==> config.mk <==
export PLATFORM = sky130hd
export DESIGN_NAME = io_hub
export DESIGN_NICKNAME = d
export VERILOG_FILES = /design/src/rtl/io_hub.sv
export SDC_FILE = /design/constraint.sdc
export NUM_CORES = 1
export LEC_CHECK = 0
export CELL_PAD_IN_SITES_DETAIL_PLACEMENT = 1
export CELL_PAD_IN_SITES_GLOBAL_PLACEMENT = 2
export CORE_ASPECT_RATIO = 0.5
export CORE_MARGIN = 1.5
export CORE_UTILIZATION = 40
export DETAILED_ROUTE_END_ITERATION = 8
export PLACE_DENSITY_LB_ADDON = 0.1
export SLEW_MARGIN = 20
export SYNTH_ARGS = -nofsm -noshare
export SYNTH_HDL_FRONTEND = slang
export SYNTH_SLANG_ARGS = --single-unit
==> constraint.sdc <==
create_clock -name clock -period 3.73 [get_ports clock]
set_input_delay 0.5595 -clock clock [delete_from_list [all_inputs] [get_ports clock]]
set_output_delay 0.5595 -clock clock [all_outputs]
set_load 0.02 [all_outputs]
==> src/rtl/io_hub.sv <==
// CPU-bus I/O hub: keyboard FIFO, tick timer, W1C event flags with masked IRQ,
// mouse coordinates, SD command/LBA and video page/border registers.
module io_hub #(
    parameter int unsigned CLK_HZ    = 25_000_000,
    parameter int unsigned TICK_HZ   = 100,
    parameter int unsigned KBD_DEPTH = 8,
    parameter logic [15:0] BASE      = 16'h0020
) (
    input  logic        clock,
    input  logic        reset_n,
    input  logic [15:0] a,
    input  logic [7:0]  o,
    input  logic        r,
    input  logic        w,
    output logic [7:0]  p,
    output logic        sd_command,
    output logic        sd_rw,
    output logic [31:0] sd_lba,
    input  logic [1:0]  sd_card,
    input  logic [3:0]  sd_error,
    input  logic        sd_done,
    input  logic        sd_busy,
    output logic        p_vpage,
    output logic [2:0]  p_border,
    input  logic        p_vblank,
    input  logic        p_kdone,
    input  logic [7:0]  p_ascii,
    input  logic [11:0] p_msx,
    input  logic [11:0] p_msy,
    input  logic [2:0]  p_btn,
    input  logic        p_recv,
    output logic        irq
);

    localparam int unsigned DIV   = CLK_HZ / TICK_HZ;
    localparam int unsigned DIV_W = (DIV > 1) ? $clog2(DIV) : 1;
    localparam int unsigned PTR_W = $clog2(KBD_DEPTH);
    localparam int unsigned CNT_W = PTR_W + 1;

    logic [2:0]       r_border;
    logic             r_vpage;
    logic [31:0]      r_lba;
    logic             r_sd_rw;
    logic             r_sd_cmd;
    logic [5:0]       r_mask;
    logic [5:0]       r_flags;
    logic [7:0]       r_fifo [KBD_DEPTH];
    logic [PTR_W-1:0] r_rd_ptr;
    logic [PTR_W-1:0] r_wr_ptr;
    logic [CNT_W-1:0] r_count;
    logic [DIV_W-1:0] r_div;
    logic [7:0]       r_tick;
    logic             r_irq;

    logic [15:0]      w_off;
    logic             w_hit;
    logic [3:0]       w_sel;
    logic             w_wr;
    logic             w_rd;
    logic             w_empty;
    logic             w_full;
    logic             w_pop;
    logic             w_push;
    logic             w_ovf;
    logic             w_tick;
    logic [7:0]       w_flags;
    logic [5:0]       w_set;
    logic [5:0]       w_clr;
    logic [5:0]       w_flags_d;
    logic [CNT_W-1:0] w_count_d;

    // Unsigned subtraction makes addresses below BASE wrap high and miss the window.
    assign w_off = a - BASE;
    assign w_hit = (w_off < 16'd10);
    assign w_sel = w_off[3:0];
    assign w_wr  = w && w_hit;
    assign w_rd  = r && w_hit;

    assign w_empty = (r_count == '0);
    assign w_full  = (r_count == CNT_W'(KBD_DEPTH));
    assign w_pop   = w_rd && (w_sel == 4'd0) && !w_empty;
    // A pop in the same cycle frees the slot, so a push into a full FIFO still lands.
    assign w_push  = p_kdone && (!w_full || w_pop);
    assign w_ovf   = p_kdone && w_full && !w_pop;
    assign w_tick  = (r_div == DIV_W'(DIV - 1));

    assign w_flags = {2'b00, r_flags[5:3], !w_empty, r_flags[1:0]};

    always_comb begin
        w_set    = 6'b0;
        w_set[0] = p_vblank;
        w_set[1] = sd_done;
        w_set[3] = p_recv;
        w_set[4] = w_tick;
        w_set[5] = w_ovf;

        w_clr = 6'b0;
        if (w_wr && (w_sel == 4'd3)) begin
            w_clr = o[5:0];
        end
        if (w_rd && (w_sel == 4'd4)) begin
            w_clr[1] = 1'b1;
        end
        if (w_rd && (w_sel == 4'd7)) begin
            w_clr[3] = 1'b1;
        end

        w_flags_d    = (r_flags & ~w_clr) | w_set;
        w_flags_d[2] = 1'b0;
    end

    always_comb begin
        w_count_d = r_count;
        case ({w_push, w_pop})
            2'b10:   w_count_d = r_count + CNT_W'(1);
            2'b01:   w_count_d = r_count - CNT_W'(1);
            default: w_count_d = r_count;
        endcase
    end

    always_comb begin
        p = 8'h00;
        if (w_hit) begin
            case (w_sel)
                4'd0:    p = w_empty ? 8'h00 : r_fifo[r_rd_ptr];
                4'd1:    p = r_tick;
                4'd2:    p = 8'(r_count);
                4'd3:    p = w_flags;
                4'd4:    p = {sd_busy, w_flags[1], sd_card, sd_error};
                4'd5:    p = p_msx[7:0];
                4'd6:    p = p_msy[7:0];
                4'd7:    p = {w_flags[3], 4'b0000, p_btn};
                4'd8:    p = {p_msy[11:8], p_msx[11:8]};
                4'd9:    p = {2'b00, r_mask};
                default: p = 8'h00;
            endcase
        end
    end

    always_ff @(posedge clock or negedge reset_n) begin
        if (!reset_n) begin
            r_border <= 3'b0;
            r_vpage  <= 1'b0;
            r_lba    <= 32'b0;
            r_sd_rw  <= 1'b0;
            r_sd_cmd <= 1'b0;
            r_mask   <= 6'b0;
        end else begin
            r_sd_cmd <= w_wr && (w_sel == 4'd6);
            if (w_wr) begin
                case (w_sel)
                    4'd0:    r_border      <= o[2:0];
                    4'd1:    r_vpage       <= o[0];
                    4'd2:    r_lba[7:0]    <= o;
                    4'd3:    r_lba[15:8]   <= o;
                    4'd4:    r_lba[23:16]  <= o;
                    4'd5:    r_lba[31:24]  <= o;
                    4'd6:    r_sd_rw       <= o[0];
                    4'd9:    r_mask        <= o[5:0];
                    default: ;
                endcase
            end
        end
    end

    always_ff @(posedge clock or negedge reset_n) begin
        if (!reset_n) begin
            r_flags  <= 6'b0;
            r_rd_ptr <= '0;
            r_wr_ptr <= '0;
            r_count  <= '0;
            r_div    <= '0;
            r_tick   <= 8'h00;
            r_irq    <= 1'b0;
        end else begin
            r_flags <= w_flags_d;
            r_count <= w_count_d;
            if (w_push) begin
                r_wr_ptr <= r_wr_ptr + PTR_W'(1);
            end
            if (w_pop) begin
                r_rd_ptr <= r_rd_ptr + PTR_W'(1);
            end
            if (w_tick) begin
                r_div  <= '0;
                r_tick <= r_tick + 8'd1;
            end else begin
                r_div <= r_div + DIV_W'(1);
            end
            r_irq <= |(w_flags[5:0] & r_mask);
        end
    end

    // Storage needs no reset: entries are only visible once counted in.
    always_ff @(posedge clock) begin
        if (w_push) begin
            r_fifo[r_wr_ptr] <= p_ascii;
        end
    end

    assign sd_command = r_sd_cmd;
    assign sd_rw      = r_sd_rw;
    assign sd_lba     = r_lba;
    assign p_vpage    = r_vpage;
    assign p_border   = r_border;
    assign irq        = r_irq;

endmodule

==> flow_summary.yaml <==
finish:
  synthToLayoutAreaGrowth_pct: 33.12
  multi_input_area_um2: 2960
  final_core_util_pct: 54.50
  fill_cells: 1776
  seq_area_um2: 4074
  drive_above_1_share_pct: 23.63
  stdcell_count: 928
  nets: 761
  fin_area_um2: 9505
  diodes: 0
floorplanning:
  boundaryPins: 121
  start_util_pct: 40.94
  placeableCoreArea_um2: 17440
  die_area_um2: 18710
  rows: 34
  chipWidth_um: 192.0
  die_h_um: 97.48
setup_path:
  critPathMaxFanout: 13
  cp_data_required_time_ns: 3.17
  cp.arrival_ns: 2.76
  reg2reg_depth: 6
  path_class: "in -> out"
  cp-end-kind: "output pin"
  crit_path_start_kind: "input pin"
sta:
  final_hold_viol_count: 0
  max_slew.worst_pin.slew_ns: 0.9116
  min_period_over_period_pct: 89.02
  fin_skew_ns: 0.009542
  rsz0062_at_grt: "false"
  period_needed_ns: 3.321
  fmax_ghz: 0.3011
  final-setup-viol-count: 0
  tns_ns: 0
  final_max_slew_viol_count: 0
  maxSlewHeadroom_pct: 39.23
yosys:
  synth_cell_types: 69
  synth-edff-count: 64
  yosysSeqAreaShare_pct: 57.05
  synth.avg_cell_area_um2: 13.68
  synth_ff_type: "dfrtp_1"
  async_reset_ff_share_pct: 57.33
  ys_ff_latch: 150
  synth_nets: 602
  yosys_warnings: 0
  syn_inst: 522
  netlist_area_um2: 7141
routing:
  vias: 5118
  routed_wl_um: 20220
  firstDrtPassIters: 4
  antenna_left: 0
  drc: 0
  routed_via_density: 5.515
  wire_per_inst_um: 21.79
  drt_iter0_markers: 336
clock_network:
  clk_pin_slew_ns: 0.06
  cts_max_level: 4
  cts-buffers-inserted: 17
  cts_tree: "yes"
  clk_path_buf_depth: 2
  clock-sinks: 150
  cts-root-buf: "clkbuf_16"
  clkLatencyLatePin_ns: 0.43
  cts_hold_buf: 0
grt:
  grt.overflow.total: 0
  antenna_found_initial: 0
  grt_pass1_wl_um: 31600
  grt_max_degree: 70
  grt_pass1_vias: 5405
  grt_usage_pct: 22.78
place:
  placedInstanceArea_um2: 8852
  io_buffers: 120
  dp.cells: 896
  globalplace.congestion: 0.8192
  dp_hpwl_um: 14390
status:
  status: "finished clean"
min_path:
  hold_path_class: "in -> async"
run:
  drv_cap: 0
pwr:
  p_total_w: 0.004187
  peakVddDrop_v: 0.0003316
  leakagePower_nw: 3.871
  power_density_nw_per_um2: 440.5
## report_power, final
part           leakage (nW)  total [W]  switching [W]  internal, W
Sequential             1.73    0.00193      0.0000871      0.00184
Clock                 0.298    0.00178       0.000684      0.00110
Combinational          1.84   0.000476       0.000250     0.000226
Total                  3.87    0.00419        0.00102      0.00317
## cell type report
class / count / area share [%]
inverters: 6 / 0.2369
multi-input cells: 344 / 31.14
repair buffers: 162 / 16.14
well taps: 234 / 3.080
clock buffers: 23 / 5.331
clock inverters: 9 / 1.211
flip-flops and latches: 150 / 42.86
## worst paths after layout
check	from	end	slack, ns
setup / recovery	a[6]	p[3]	0.41
setup reg to reg	r_count[0]$_DFFE_PN0P_	r_fifo[7][5]$_DFFE_PP_	1.26
hold / removal	reset_n	r_div[16]$_DFF_PN0_	0.26
min in group clock	r_tick[7]$_DFFE_PN0N_	r_tick[7]$_DFFE_PN0N_	0.48
hold reg to reg	r_tick[7]$_DFFE_PN0N_	r_tick[7]$_DFFE_PN0N_	0.48
max in group asynchronous	reset_n	p_border[0]$_DFFE_PN0P_	2.76
## what timing repair did
item | 4_1_cts | 5_1_grt
endpoints found under the setup margin | 8 | 8
resized for setup | 1 | 9
pin swaps | 0 | 0
buffers inserted | 0 | 0
## Yosys cell counts, types with 3 or more instances
cell | number | area share [%]
dfrtp_1 | 86 | 30
edfxtp_1 | 64 | 27
nand2_1 | 32 | 1.7
mux2_2 | 29 | 4.6
mux2_4 | 24 | 5.0
nor2_1 | 20 | 1.1
nand3_1 | 17 | 1.2
xnor2_1 | 17 | 2.1
mux4_2 | 16 | 5.0
nor3_1 | 15 | 1.1
clkbuf_1 | 11 | 0.58
o21ai_0 | 11 | 0.77
a21oi_1 | 10 | 0.70
buf_2 | 9 | 0.63
and3_1 | 8 | 0.70
nand4_1 | 8 | 0.70
nor2b_1 | 8 | 0.70
a222oi_1 | 7 | 0.98
a31oi_1 | 7 | 0.61
nor3b_1 | 7 | 0.74
o211ai_1 | 7 | 0.74
xor2_1 | 7 | 0.86
a221oi_1 | 6 | 0.74
a22oi_1 | 6 | 0.63
ha_1 | 6 | 1.1
mux2i_1 | 6 | 0.84
nand3b_1 | 6 | 0.63
inv_1 | 5 | 0.26
nand2b_1 | 5 | 0.44
and4_1 | 4 | 0.49
nand3_4 | 4 | 0.98
a41oi_1 | 3 | 0.37
and2_1 | 3 | 0.26
nor4_1 | 3 | 0.26
nor4b_1 | 3 | 0.37
## layer usage
metal / GRT usage (%) / routed length (um) / vias up
li1: - / - / 2347
met4: 5.950 / 257 / 0
met2: 36.55 / 9773 / 118
met3: 4.550 / 723 / 21
met5: 0 / 0 / -
met1: 31.59 / 9470 / 2632
## cells by family after synthesis
kind of cell	count (synthesis)	share of synthesized area, %
adders and majority gates	6	1.051
and+or+nand+nor	157	13.18
buffers and inverters	28	1.735
xor gates and xnor gates	24	2.944
muxes	75	15.51
DFF	150	57.05
AOI/OAI and AO/OA	82	8.534
## critical path, cell delays in order
cell	delay [ns]
clkdlybuf4s50_1	0.50
inv_1	0.05
ha_1	0.26
nor4bb_2	0.37
and4_1	0.26
o221ai_1	0.11
buf_4	0.21
a31oi_1	0.18
dlymetal6s2s_1	0.25
## per-stage QoR
stage                     setup WS, ns  hold WS [ns]
after CTS                      0.02182        0.2914
after global placement         0.05817        0.4706
final                           0.4094        0.2625
after floorplan                 0.6281        0.2639
after detailed placement      -0.05499        0.4796
after global routing            0.2433        0.3253
## state kept, by name, indices dropped and copies added, names as in the netlist
register,flops
irq,1
r_flags,5
r_fifo,64
r_wr_ptr,3
sd_command,1
sd_rw,1
r_rd_ptr,3
sd_lba,32
p_vpage,1
r_tick,8
r_count,4
p_border,3
r_div,18
r_mask,6
## cells in the final DEF, fill, tap and decap left out, drive strengths merged, types with 7 or more instances in the layout
| cell type | n |
|---|---|
| clkdlybuf4s50 | 111 |
| dfrtp | 86 |
| edfxtp | 64 |
| mux2 | 53 |
| buf | 43 |
| nand2 | 32 |
| clkbuf | 23 |
| nand3 | 22 |
| nor2 | 21 |
| xnor2 | 17 |
| nor3 | 17 |
| mux4 | 16 |
| o21ai | 13 |
| a21oi | 11 |
| and3 | 8 |
| nand4 | 8 |
| nor2b | 8 |
| dlymetal6s2s | 8 |
| nor3b | 8 |
| a31oi | 7 |
| o211ai | 7 |
| a222oi | 7 |
| xor2 | 7 |
| a221oi | 7 |
Note: power is estimated with default switching activity, not from simulation.
